## src/rtl/ctr_packer_if.sv

```systemverilog
// Byte stream from the pixel packer to the chip I/O: one head byte with its
// first-of-frame tag, qualified by valid and accepted by ready.
interface ctr_packer_if;
    logic [7:0] out_data;
    logic       out_first;
    logic       out_valid;
    logic       out_ready;

    modport master (
        output out_data,
        output out_first,
        output out_valid,
        input  out_ready
    );

    modport slave (
        input  out_data,
        input  out_first,
        input  out_valid,
        output out_ready
    );
endinterface

```

## src/rtl/ctr_packer.sv

```systemverilog
// Packs pairs of 4-bit iteration counts into bytes, buffers them in a small
// FIFO and presents them on a valid/ready stream. Tags the first byte of each
// frame, pulses frame_done after the last pixel and flags dropped bytes.
module ctr_packer #(
    parameter int DEPTH  = 4,
    parameter int PIXELS = 640*480
) (
    input  logic                    clk,
    input  logic                    reset,
    input  logic                    running,
    input  logic [3:0]              ctr_in,
    input  logic                    new_ctr,
    ctr_packer_if.master            byte_bus,
    output logic [$clog2(DEPTH):0]  level,
    output logic                    overflow,
    output logic                    frame_done
);
    localparam int AW = $clog2(DEPTH);
    localparam int LW = AW + 1;
    localparam int CW = $clog2(PIXELS);

    logic          run_q;
    logic          frame_start;
    logic          half;
    logic          half_eff;
    logic [3:0]    hold;
    logic [CW-1:0] pix_cnt;
    logic [CW-1:0] cnt_eff;
    logic          first_pending;
    logic          first_eff;
    logic          push;
    logic          pop;
    logic          push_ok;
    logic          last_pixel;
    logic [AW-1:0] wr_ptr;
    logic [AW-1:0] rd_ptr;
    logic [8:0]    mem [DEPTH];

    // Head entry drives the stream directly; the tag is masked while empty.
    assign byte_bus.out_valid = (level != '0);
    assign byte_bus.out_data  = mem[rd_ptr][7:0];
    assign byte_bus.out_first = byte_bus.out_valid & mem[rd_ptr][8];

    // A frame start acts as if the pack/count state were already cleared,
    // so a strobe in that same cycle becomes pixel 0 of the new frame.
    always_comb begin
        frame_start = running & ~run_q;
        half_eff    = frame_start ? 1'b0 : half;
        cnt_eff     = frame_start ? '0 : pix_cnt;
        first_eff   = frame_start | first_pending;
        push        = new_ctr & half_eff;
        pop         = byte_bus.out_valid & byte_bus.out_ready;
        push_ok     = push & ((level < LW'(DEPTH)) | pop);
        last_pixel  = (cnt_eff == CW'(PIXELS - 1));
    end

    // Packing, pixel counting, first-byte tagging and overflow tracking.
    always_ff @(posedge clk or posedge reset) begin
        if (reset) begin
            run_q         <= 1'b0;
            half          <= 1'b0;
            hold          <= 4'h0;
            pix_cnt       <= '0;
            first_pending <= 1'b0;
            overflow      <= 1'b0;
            frame_done    <= 1'b0;
        end else begin
            run_q         <= running;
            frame_done    <= new_ctr & last_pixel;
            first_pending <= first_eff & ~push;
            if (new_ctr) begin
                half    <= ~half_eff;
                pix_cnt <= last_pixel ? '0 : cnt_eff + CW'(1);
                if (!half_eff) begin
                    hold <= ctr_in;
                end
            end else if (frame_start) begin
                half    <= 1'b0;
                pix_cnt <= '0;
            end
            if (frame_start) begin
                overflow <= 1'b0;
            end else if (push && !push_ok) begin
                overflow <= 1'b1;
            end
        end
    end

    // FIFO pointers and occupancy; pointers wrap naturally at DEPTH.
    always_ff @(posedge clk or posedge reset) begin
        if (reset) begin
            wr_ptr <= '0;
            rd_ptr <= '0;
            level  <= '0;
        end else begin
            if (push_ok) begin
                wr_ptr <= wr_ptr + AW'(1);
            end
            if (pop) begin
                rd_ptr <= rd_ptr + AW'(1);
            end
            case ({push_ok, pop})
                2'b10:   level <= level + LW'(1);
                2'b01:   level <= level - LW'(1);
                default: level <= level;
            endcase
        end
    end

    // FIFO storage: tag bit above the packed byte, earlier pixel in [7:4].
    always_ff @(posedge clk) begin
        if (push_ok) begin
            mem[wr_ptr] <= {first_eff, hold, ctr_in};
        end
    end
endmodule
```

## src/flat_wrapper.sv

```systemverilog
// flat-port wrapper written by rule: the top's interface ports become plain ports
module ctr_packer_flat 
#(
    parameter int DEPTH  = 4,
    parameter int PIXELS = 640*480
)
  (clk, reset, running, ctr_in, new_ctr, level, overflow, frame_done, byte_bus_out_data, byte_bus_out_first, byte_bus_out_valid, byte_bus_out_ready);
  ctr_packer_if byte_bus_i ();
  input  logic clk;
  input  logic reset;
  input  logic running;
  input  logic [3:0] ctr_in;
  input  logic new_ctr;
  output logic [$clog2(DEPTH):0] level;
  output logic overflow;
  output logic frame_done;
  output wire logic [$bits(byte_bus_i.out_data)-1:0] byte_bus_out_data;
  output wire logic [$bits(byte_bus_i.out_first)-1:0] byte_bus_out_first;
  output wire logic [$bits(byte_bus_i.out_valid)-1:0] byte_bus_out_valid;
  input wire logic [$bits(byte_bus_i.out_ready)-1:0] byte_bus_out_ready;
  assign byte_bus_out_data = byte_bus_i.out_data;
  assign byte_bus_out_first = byte_bus_i.out_first;
  assign byte_bus_out_valid = byte_bus_i.out_valid;
  assign byte_bus_i.out_ready = byte_bus_out_ready;
  ctr_packer #(.DEPTH(DEPTH), .PIXELS(PIXELS)) u_core (.clk(clk), .reset(reset), .running(running), .ctr_in(ctr_in), .new_ctr(new_ctr), .byte_bus(byte_bus_i), .level(level), .overflow(overflow), .frame_done(frame_done));
endmodule
```

## config.mk

```make
export PLATFORM = sky130hd
export DESIGN_NAME = ctr_packer_flat
export DESIGN_NICKNAME = d
export VERILOG_FILES = /design/src/rtl/ctr_packer_if.sv /design/src/rtl/ctr_packer.sv /design/src/flat_wrapper.sv
export SDC_FILE = /design/constraint.sdc
export NUM_CORES = 1
export LEC_CHECK = 0
export BUFFER_PORTS_ARGS = -buffer_cell sky130_fd_sc_hd__buf_2
export CELL_PAD_IN_SITES_DETAIL_PLACEMENT = 0
export CELL_PAD_IN_SITES_GLOBAL_PLACEMENT = 1
export CORE_ASPECT_RATIO = 0.8
export CORE_MARGIN = 3
export CORE_UTILIZATION = 44
export DETAILED_ROUTE_END_ITERATION = 8
export GPL_TIMING_DRIVEN = 0
export PLACE_DENSITY_LB_ADDON = 0.1
export SETUP_SLACK_MARGIN = 0.5
export SLEW_MARGIN = 20
export SYNTH_ARGS = -nofsm -noshare
export SYNTH_HDL_FRONTEND = slang
export SYNTH_SLANG_ARGS = --single-unit
```

## constraint.sdc

```tcl
create_clock -name clk -period 7.5 [get_ports clk]
set_input_delay 1.125 -clock clk [delete_from_list [all_inputs] [get_ports clk]]
set_output_delay 1.125 -clock clk [all_outputs]
set_load 0.02 [all_outputs]
```

=== Yosys cells after proc, flatten, opt, wreduce, memory -nomap -nowiden ===
Memory sizes are Yosys's and may differ from the RTL's.
Cells that the tools add are included.

* Memories kept: 1
* Output and inout port bits: 15
* Logic and storage cells: 48
* Bits in writable memories: 36
* Register bits after elaboration: 35
* Input bits: 9

* Reduce and logical (&&, ||, !) cells: 6
* Bitwise logic cells: 12
* Eq/ne operators: 3
* $add $sub $neg: 5
* Order comparisons: 1
* Mux-type cells: 10

{| class="wikitable"
|+ Memory list
! name !! words !! width !! rd ports !! clocked after Yosys merged registers in !! write ports !! line !! source
|-
| u_core.mem || 4 || 9 || 1 || 0 || 1 || ctr_packer.sv:37 || <nowiki>logic [8:0] mem [DEPTH];</nowiki>
|}

{| class="wikitable"
|+ Operators by type and width
! cell !! number
|-
| $mux W19 || 3
|-
| $add A19 B1 Y19 const B || 1
|-
| $eq A19 B19 Y1 const B || 1
|-
| $and A1 B1 Y1 || 7
|-
| $mux W1 || 6
|-
| $pmux W3 S2 || 1
|-
| $add A2 B1 Y2 const B || 2
|-
| $reduce_bool A2 Y1 || 2
|-
| $add A3 B1 Y3 const B || 1
|-
| $lt A3 B3 Y1 const B || 1
|-
| $not A1 Y1 || 3
|-
| $reduce_bool A3 Y1 || 1
|-
| $sub A3 B1 Y3 const B || 1
|-
| $eq A2 B1 Y1 const B || 1
|-
| $eq A2 B2 Y1 const B || 1
|-
| $or A1 B1 Y1 || 2
|-
| $reduce_and A2 Y1 || 1
|-
| $logic_and A1 B1 Y1 || 1
|-
| $logic_not A1 Y1 || 1
|}

=== Logic depth before layout (Yosys ltp) ===
Gate-level depths: netlist of the first run.

* Word-level depth: 9
* Gate-level depth with buffers: 13
* Gate-level depth less buffers: 11

=== Worst setup path before layout of the first run ===
OpenSTA, ideal clock, no wires.

* Path type: input-to-reg
* Start point: input running
* End point: register u_core.level[2]
* Buffers on the path: 2
* Setup slack: 4.278 ns
* Stages: 13
* Library setup time: 0.080 ns
* Required time: 7.420 ns
* Data arrival time: 3.142 ns
* Cell sequence: nand2b_1 -> buf_2 -> buf_6 -> and2_1 -> ha_1 -> and2_1 -> inv_1 -> ha_1 -> inv_1 -> fa_1 -> xor2_1 -> nor2_1 -> xor2_1

* Word-level cells in the longest chain between the ends: 6
* Elaborated cells on any way between the ends: 8
* Those cells by class: 2 x eq/ne; 2 x mux; 3 x bitwise; 1 x reduce/logical

{| class="wikitable"
|+ Ends and longest elaborated chain
! item !! line !! source
|-
| start: declaration || flat_wrapper.sv:11 || <nowiki>input logic running;</nowiki>
|-
| $and A1 B1 Y1 (*) || ctr_packer.sv:47 || <nowiki>frame_start = running & ~run_q;</nowiki>
|-
| $mux W1 (*) || ctr_packer.sv:48 || <nowiki>half_eff = frame_start ? 1'b0 : half;</nowiki>
|-
| $and A1 B1 Y1 (*) || ctr_packer.sv:51 || <nowiki>push = new_ctr & half_eff;</nowiki>
|-
| $and A1 B1 Y1 (*) || ctr_packer.sv:53 || <nowiki>push_ok = push & ((level < LW'(DEPTH)) | pop);</nowiki>
|-
| $eq A2 B1 Y1 / $eq A2 B2 Y1 (equally long branches) || ctr_packer.sv:102 || <nowiki>case ({push_ok, pop})</nowiki>
|-
| $pmux W3 S2 / $reduce_bool A2 Y1 (equally long branches) || - ||
|-
| end signal: assignment || ctr_packer.sv:103 || <nowiki>2'b10: level <= level + LW'(1);</nowiki>
|-
| end signal: assignment || ctr_packer.sv:104 || <nowiki>2'b01: level <= level - LW'(1);</nowiki>
|-
| end signal: assignment || ctr_packer.sv:105 || <nowiki>default: level <= level;</nowiki>
|-
| end: declaration || ctr_packer.sv:14 || <nowiki>output logic [$clog2(DEPTH):0] level,</nowiki>
|}

Mark *: on every way between the ends. The rest lies on a longest branch, timed or not.
A chain may end at the register's enable or synchronous reset.

=== Worst setup path in the final report of the first run ===
Ends and elaborated chain as after synthesis.

==> impl_metrics.yaml, run 1 <==
worst_setup_path:
  r2r_start: "u_core.run_q"
  start_kind: "primary input"
  crit_chain: "buf_2 > nand2b_1 > buf_2 > buf_6 > and2_1 > ha_1 > and2_1 > inv_1 > ha_1 > inv_1 > fa_1 > xor2_1 > nor2_1 > xor2_1"
  worstRegToRegCells: 13
  cpPeakStageDelay_ps: 380
  r2r-end: "u_core.level[2]"
  path_class: "primary input to register"
  cp_slowest_cell: "fa_1"
  arrival_ps: 3560
  critPathCaptureType: "register"
  cp.required_ps: 7770
  reg2reg_setup_slack_ps: 4620
  crit_fanout: 10
placed_design:
  post-dp-hpwl_um: 4360
  portBuffers: 23
  gp_congestion: 0.749
layout:
  layout.nets: 292
  antenna_cells: 0
  drive_above_1_share: 0.262
  utilization: 0.524
  area_growth_pct: 12.7
clock_network:
  post_cts_buffers: 0
  clock_latency_ps: 340
  cts_resized: 0
  cts.sinks: 71
  root_buffer: "clkbuf_8"
  clk_pin_slew_ps: 80
  htree_levels: 3
  cts_hold_buf: 0
  cts_tree: "done"
  numCtsBuffers: 9
  cts_max_path_buffers: 2
synthesis:
  yosys_warnings: 0
  yosys.area.top_type: "edfxtp_1"
  ys_ff_latch: 71
  synthArstFlopShare: 0.493
  yosys.area_share.simple: 0.153
  synth-edff-count: 36
  synth_cells: 239
  synth_commonest_cells: "edfxtp_1 (36), dfrtp_1 (35), nand2_1 (16)"
  syn-num-nets: 257
  netlist.area_leader.share: 0.331
  synthFlopType: "edfxtp_1"
  synth-seq-area-share: 0.599
  synth_compound_area_frac: 0.0616
  synth.mux.area_fraction: 0.0819
  syn_area_per_cell_um2: 13.7
  synth_top_family_by_area: "simple AND/OR/NAND/NOR gates"
  synth_xor_area_frac: 0.0348
  synthesis.area_um2: 3270
  synth_area_leaders: "edfxtp_1 (33%), dfrtp_1 (27%), mux4_2 (6.2%)"
  synthAdderAreaFrac: 0.0368
  synth_cell_types: 49
  yosysMostFrequentCell: "edfxtp_1"
pwr:
  power_frac_seq: 0.472
  max-vdd-ir-drop_mv: 0.149
  powerDensity_nw_per_um2: 289
  combPwrFrac: 0.282
  p_switching_mw: 0.346
  p_leak_nw: 1.43
  switching_share: 0.325
  pwr-share-clk: 0.247
  internal_power_mw: 0.719
floorplanning:
  die_y_um: 83.1
  start_util: 0.465
  boundaryPins: 24
  core_area_um2: 7030
  die_w_um: 102
  die_area_um2: 8500
  row_count: 27
status:
  run_status: "finished, final reports clean"
worst_hold_path:
  hp-start: "u_core.overflow"
  min_to: "u_core.overflow"
  hp-class: "register to register"
  holdPathStages: 2
run:
  drv_cap: 0
sta:
  slew_headroom: 0.558
  max_freq_mhz: 303
  hold_viol_final: 0
  finalMaxSlewViolations: 0
  worst_slew_pin_slew_ps: 658
  rsz0062_at_grt: "no"
  finalSetupViolCount: 0
  fin_crit_sh: 0.439
  finClkSkew_ps: 6.12
  min_period_ps: 3290
  setup_tns_ps: 0
global_routing:
  grt_pass1_wl_um: 10300
  antenna_found_initial: 0
  grt_usage: 0.163
  grt_overflow: 0
  grt_pass1_vias: 1941
  grt_start_max_net_pins: 26
routing:
  dr.pass1.iters: 5
  drc_errors: 0
  wl_per_cell_um: 16.9
  vias: 2022
  drt_iter0_markers: 89
  wl_um: 6190
  ant_nets: 0
  via_per_inst: 5.52
-- sequential cells by signal, indices dropped and copies added, names as in the netlist --
| name | count |
|---|---|
| u_core.level | 3 |
| u_core.half | 1 |
| u_core.mem | 36 |
| u_core.first_pending | 1 |
| u_core.run_q | 1 |
| u_core.rd_ptr | 2 |
| u_core.overflow | 1 |
| u_core.hold | 4 |
| u_core.pix_cnt | 19 |
| u_core.frame_done | 1 |
| u_core.wr_ptr | 2 |
-- worst max-delay path: cells and delay by family --
kind,cells,cell delay [ps]
xor gates and xnor gates,2,300
adders and majority gates,3,820
buffers and inverters,5,640
and+or+nand+nor,4,650
-- power by group through the flow --
stage / logic [mW] / registers (mW) / clock network [mW]
floorplan: 0.213 / 0.515 / 0
global placement: 0.300 / 0.509 / 0
detailed placement: 0.306 / 0.511 / 0
CTS: 0.307 / 0.503 / 0.274
global route: 0.333 / 0.512 / 0.292
finish: 0.300 / 0.503 / 0.263
-- stage by stage --
stage	worst slack [ps]	instance area, µm²	power (mW)	hold WS [ps]	cells
after floorplan	4280	3270	0.728	472	239
after global placement	3850	3490	0.810	486	349
after detailed placement	3840	3510	0.817	486	350
after CTS	4190	3680	1.08	517	366
after global routing	3970	3680	1.14	543	366
final	4210	3680	1.07	508	366
-- layout by cell type, fill, tap and decap left out, types with 7 or more instances in the layout --
master    count
edfxtp_1     36
dfrtp_1      35
buf_2        25
nand2_1      16
inv_1        11
nand3_1      11
nor2_1       10
mux4_2        9
clkbuf_8      9
and2_1        8
ha_1          8
xnor2_1       7
-- how the worst max path moves through the flow --
stage                     startpoint           endpoint  cells past startpoint
after CTS                    running    u_core.level[2]                     14
after global placement       running    u_core.level[2]                     14
after floorplan              running    u_core.level[2]                     13
final                        running    u_core.level[2]                     14
after global routing         running  u_core.pix_cnt[3]                     11
after detailed placement     running    u_core.level[2]                     14
-- cell type report --
type	instances	area [µm²]
Buffer	8	62.6
Clock buffer	9	124
Clock inverter	7	48.8
Fill cell	629	3340
Inverter	12	45.0
Multi-Input combinational cell	148	1200
Sequential cell	71	1960
Tap cell	87	109
Timing Repair Buffer	24	135
-- cells by family (layout without fill, tap and decap cells) --
logic type      count (synthesis)  in the layout
flops                          71             71
xor+xnor                       13             13
fa+ha+maj                       9              9
compound gates                 27             27
buf+inv                        20             60
simple gates                   84             84
mux                            15             15
-- per-layer routing --
layer  global-route usage  vias to the layer above  wire length [µm]
met5                    0                        -                 0
met2                0.206                       41              2570
met3               0.0512                        4               250
met1                0.262                     1014              3320
li1                     -                      963                 -
met4               0.0501                        0                47
Note: power is estimated with default switching activity, not from simulation.
==> run 2, diff against run 1 <==
==> constraint.sdc (replaced) <==
create_clock -name clk -period 3.25 [get_ports clk]
set_input_delay 0.4875 -clock clk [delete_from_list [all_inputs] [get_ports clk]]
set_output_delay 0.4875 -clock clk [all_outputs]
set_load 0.02 [all_outputs]
==> impl_metrics.yaml, run 2 (synthesis gave the netlist of run 1 again) <==
floorplanning:
  die_y_um: 83.1
  die_w_um: 102
  die_area_um2: 8500
  start_util: 0.465
  boundaryPins: 24
  row_count: 27
  core_area_um2: 7030
clock_network:
  clk_pin_slew_ps: 80
  clock_latency_ps: 340
  cts_tree: "done"
  cts_max_path_buffers: 2
  htree_levels: 3
  cts_resized: 4
  root_buffer: "clkbuf_8"
  numCtsBuffers: 9
  cts_hold_buf: 0
  post_cts_buffers: 0
  cts.sinks: 71
sta:
  slew_headroom: 0.584
  fin_ws_ps: 655
  setup_tns_ps: 0
  rsz0062_at_grt: "yes"
  fin_crit_sh: 0.798
  holdWs_ps: 69.9
  min_period_ps: 2590
  finClkSkew_ps: 7.22
  max_freq_mhz: 385
  finalSetupViolCount: 0
  worst_slew_pin_slew_ps: 624
  finalMaxSlewViolations: 0
  hold_viol_final: 0
placed_design:
  portBuffers: 23
  placedInstanceArea_um2: 3510
  dp_slack_ps: 226
  post-dp-hpwl_um: 4360
  gp_congestion: 0.749
  dp_cells: 350
worst_setup_path:
  arrival_ps: 2870
  path_class: "register to register"
  critPathCaptureType: "register"
  cp.required_ps: 3520
  start_kind: "register"
  reg2reg_setup_slack_ps: 660
  crit_fanout: 10
routing:
  drc_errors: 0
  via_per_inst: 5.49
  dr.pass1.iters: 5
  drt_iter0_markers: 85
  vias: 2010
  wl_per_cell_um: 17.0
  ant_nets: 0
  wl_um: 6210
global_routing:
  antenna_found_initial: 0
  grt_start_max_net_pins: 26
  grt_overflow: 0
  grt_pass1_wl_um: 10400
  grt_usage: 0.164
  grt_pass1_vias: 1960
pwr:
  p_leak_nw: 1.45
  powerDensity_nw_per_um2: 664
  max-vdd-ir-drop_mv: 0.342
  total_power_mw: 2.47
worst_hold_path:
  hp-class: "primary input to async pin"
layout:
  layout.cells.most_common_list: "edfxtp_1 (36), dfrtp_1 (35), buf_2 (24)"
  largest_reg_flops: 36
  antenna_cells: 0
  drive_above_1_share: 0.272
  largest_register: "u_core.mem"
  reg_top3: "u_core.mem: 36 flops, u_core.pix_cnt: 19 flops, u_core.hold: 4 flops"
  layout.nets: 292
  multiInputGateArea_um2: 1230
  post-route-cell-area_um2: 3720
  fillCellCount: 624
  mostFrequentLayoutCell: "edfxtp_1"
  instances_no_fill: 366
  register_area_um2: 1960
  area_growth_pct: 13.8
  utilization: 0.529
status:
  run_status: "finished, final reports clean"
run:
  drv_cap: 0
run 2: power by group:
group	total, mW	switching [mW]	internal, mW
combinational	0.700	0.397	0.303
clock	0.610	0.335	0.276
sequential	1.16	0.0731	1.09
total	2.47	0.804	1.67
run 2: path summary, 6_finish.rpt:
| path | startpoint | end | depth (start not counted) |
|---|---|---|---|
| worst max-delay path | u_core.run_q | u_core.level[2] | 13 |
| worst min-delay path | reset | u_core.pix_cnt[6] | 2 |
| worst max register to register | u_core.run_q | u_core.level[2] | 13 |
| worst min register to register | u_core.overflow | u_core.overflow | 2 |
| max in group asynchronous | reset | u_core.rd_ptr[0] | 3 |
| min in group clk | running | u_core.run_q | 1 |
run 2: area by class of cell:
cell class	count	area share
multi-input cells	148	0.332
plain buffers	8	0.0175
well taps	87	0.0293
inverters	12	0.0121
clock inverters	7	0.0131
repair buffers	24	0.0363
clock buffers	9	0.0333
flip-flops and latches	71	0.526
run 2: critical path, stage by stage (launching register included):
cell	delay, ps
dfrtp_1	380
nand2b_4	170
buf_4	190
buf_6	160
and2_1	190
ha_4	190
and2_4	150
inv_1	50
ha_1	180
inv_1	60
fa_1	380
xor2_1	150
nor2_1	110
xor2_1	150
run 2: per-layer routing:
layer	GRT usage	share of wire	wire length, µm	vias up
li1	-	-	-	959
met5	0	0	0	-
met3	0.0512	0.041	254	8
met1	0.262	0.54	3340	1003
met4	0.0501	0.010	63	0
met2	0.209	0.41	2550	40
==> run 3, diff against run 2 <==
--- a/config.mk
+++ b/config.mk
@@ -5,12 +5,13 @@
 export SDC_FILE = /design/constraint.sdc
 export NUM_CORES = 1
 export LEC_CHECK = 0
+export ABC_AREA = 1
 export BUFFER_PORTS_ARGS = -buffer_cell sky130_fd_sc_hd__buf_2
 export CELL_PAD_IN_SITES_DETAIL_PLACEMENT = 0
 export CELL_PAD_IN_SITES_GLOBAL_PLACEMENT = 1
 export CORE_ASPECT_RATIO = 0.8
 export CORE_MARGIN = 3
-export CORE_UTILIZATION = 44
+export CORE_UTILIZATION = 43
 export DETAILED_ROUTE_END_ITERATION = 8
 export GPL_TIMING_DRIVEN = 0
 export PLACE_DENSITY_LB_ADDON = 0.1
==> constraint.sdc (replaced) <==
create_clock -name clk -period 2.1 [get_ports clk]
set_input_delay 0.315 -clock clk [delete_from_list [all_inputs] [get_ports clk]]
set_output_delay 0.315 -clock clk [all_outputs]
set_load 0.02 [all_outputs]
==> impl_metrics.yaml, run 3 <==
global_routing:
  grt_pass1_vias: 2569
  grt_start_max_net_pins: 26
  grt_usage: 0.187
  antenna_found_initial: 0
  grt_pass1_wl_um: 13300
  grt_overflow: 0
status:
  run_status: "finished, final reports clean"
worst_setup_path:
  start_kind: "register"
  arrival_ps: 2280
  critPathCaptureType: "register"
  crit_fanout: 2
  cp.required_ps: 2330
  path_class: "register to register"
  reg2reg_setup_slack_ps: 50
placed_design:
  dp_slack_ps: -317
  post-dp-hpwl_um: 4920
  gp_congestion: 0.736
  portBuffers: 23
synthesis:
  ys_ff_latch: 71
  synth-edff-count: 36
  synthFlopType: "edfxtp_1"
  synth-seq-area-share: 0.553
  synth_cell_types: 36
  yosys_warnings: 0
  synth_cells: 350
  syn-num-nets: 368
  synthesis.area_um2: 3540
  yosys.area.top_type: "edfxtp_1"
  synth_commonest_cells: "nand2_1 (54), nor2_1 (54), inv_1 (46)"
  synthArstFlopShare: 0.493
  synth_area_leaders: "edfxtp_1 (31%), dfrtp_1 (25%), nand2_1 (5.7%)"
  netlist.area_leader.share: 0.306
  syn_area_per_cell_um2: 10.1
layout:
  largest_reg_flops: 36
  utilization: 0.662
  fillCellCount: 593
  antenna_cells: 0
  layout.nets: 448
  area_growth_pct: 43.5
  layout.cells.most_common_list: "nand2_1 (42), edfxtp_1 (36), inv_1 (35), dfrtp_1 (35), nor2_1 (34)"
  largest_register: "u_core.mem"
  drive_above_1_share: 0.478
  reg_top3: "u_core.mem: 36 flops, u_core.pix_cnt: 19 flops, u_core.hold: 4 flops"
  mostFrequentLayoutCell: "nand2_1"
routing:
  ant_nets: 0
  vias: 2613
  wl_per_cell_um: 15.7
  drc_errors: 0
  dr.pass1.iters: 4
  drt_iter0_markers: 135
  via_per_inst: 4.84
  wl_um: 8490
sta:
  slew_headroom: 0.705
  finalMaxSlewViolations: 0
  fin_crit_sh: 0.975
  hold_viol_final: 0
  finClkSkew_ps: 7.37
  max_freq_mhz: 488
  worst_slew_pin_slew_ps: 440
  fin_ws_ps: 52.1
  finalSetupViolCount: 0
  setup_tns_ps: 0
  min_period_ps: 2050
  holdWs_ps: 127
  rsz0062_at_grt: "yes"
floorplanning:
  die_y_um: 87.1
  die_area_um2: 9360
  row_count: 28
  boundaryPins: 24
  core_area_um2: 7670
  start_util: 0.461
  die_w_um: 107
clock_network:
  cts.sinks: 71
  root_buffer: "clkbuf_8"
  clock_latency_ps: 350
  cts_max_path_buffers: 2
  numCtsBuffers: 9
  htree_levels: 3
  clk_pin_slew_ps: 80
  cts_tree: "done"
worst_hold_path:
  hp-class: "primary input to register"
pwr:
  max-vdd-ir-drop_mv: 0.685
  p_leak_nw: 2.20
  powerDensity_nw_per_um2: 1080
run:
  drv_cap: 0
[run 3: critical path, cell delays in order (launching register included)]
cell	delay, ps
dfrtp_1	390
inv_2	70
nand2_4	60
buf_8	120
buf_8	110
nand2_4	60
inv_4	30
ha_4	150
o21ai_4	70
ha_4	160
inv_4	30
fa_2	340
a21oi_2	130
o21ai_1	80
xor2_1	140
[run 3: final timing paths]
check,start,end,depth (start not counted)
worst min register to register,u_core.level[0],u_core.level[0],1
worst min-delay path,running,u_core.run_q,1
worst max register to register,u_core.run_q,u_core.level[2],14
worst max-delay path,u_core.run_q,u_core.level[2],14
max in group asynchronous,reset,u_core.wr_ptr[1],4
min in group asynchronous,reset,u_core.pix_cnt[6],3
[run 3: through the flow]
| step | instances | area (µm²) | total power, mW |
|---|---|---|---|
| floorplan | 350 | 3610 | 2.76 |
| global placement | 478 | 3850 | 3.18 |
| detailed placement | 479 | 3870 | 3.20 |
| CTS | 535 | 4700 | 5.00 |
| global route | 540 | 5080 | 5.78 |
| finish | 540 | 5080 | 5.49 |
[run 3: power by group]
| group | internal [mW] | total [mW] | switching (mW) | leakage [nW] |
|---|---|---|---|---|
| Combinational | 1.27 | 2.63 | 1.35 | 1.33 |
| Sequential | 1.68 | 1.82 | 0.144 | 0.776 |
| Clock | 0.453 | 1.04 | 0.584 | 0.0892 |
[run 3: final cells by class]
| class | instances | area (µm²) | area share |
|---|---|---|---|
| Multi-Input combinational cell | 220 | 1740 | 0.343 |
| Tap cell | 105 | 131 | 0.0259 |
| Clock inverter | 7 | 61.3 | 0.0121 |
| Inverter | 51 | 216 | 0.0426 |
| Buffer | 8 | 134 | 0.0264 |
| Timing Repair Buffer | 69 | 712 | 0.140 |
| Sequential cell | 71 | 1960 | 0.386 |
| Clock buffer | 9 | 124 | 0.0244 |
[run 3: kinds of logic after synthesis]
logic type | synth area share
fa+ha+maj | 0.0340
simple gates | 0.237
mux | 0.0127
buf+inv | 0.0711
xor+xnor | 0.0272
flops | 0.553
compound gates | 0.0651
[run 3: repair_timing]
action	in CTS	in global routing
gates resized for setup	80	86
setup buffers	35	4
cloned	4	1
pin swaps	27	25
endpoints found under the setup margin	70	69
hold buffers	1	0
hold endpoints to repair	10	0
[run 3: per-layer routing]
layer	track usage	vias to the layer above	part of all wire
met4	0.0550	0	0.0074
met2	0.277	43	0.45
met3	0.0341	7	0.029
met1	0.283	1265	0.52
li1	-	1298	-
met5	0	-	0
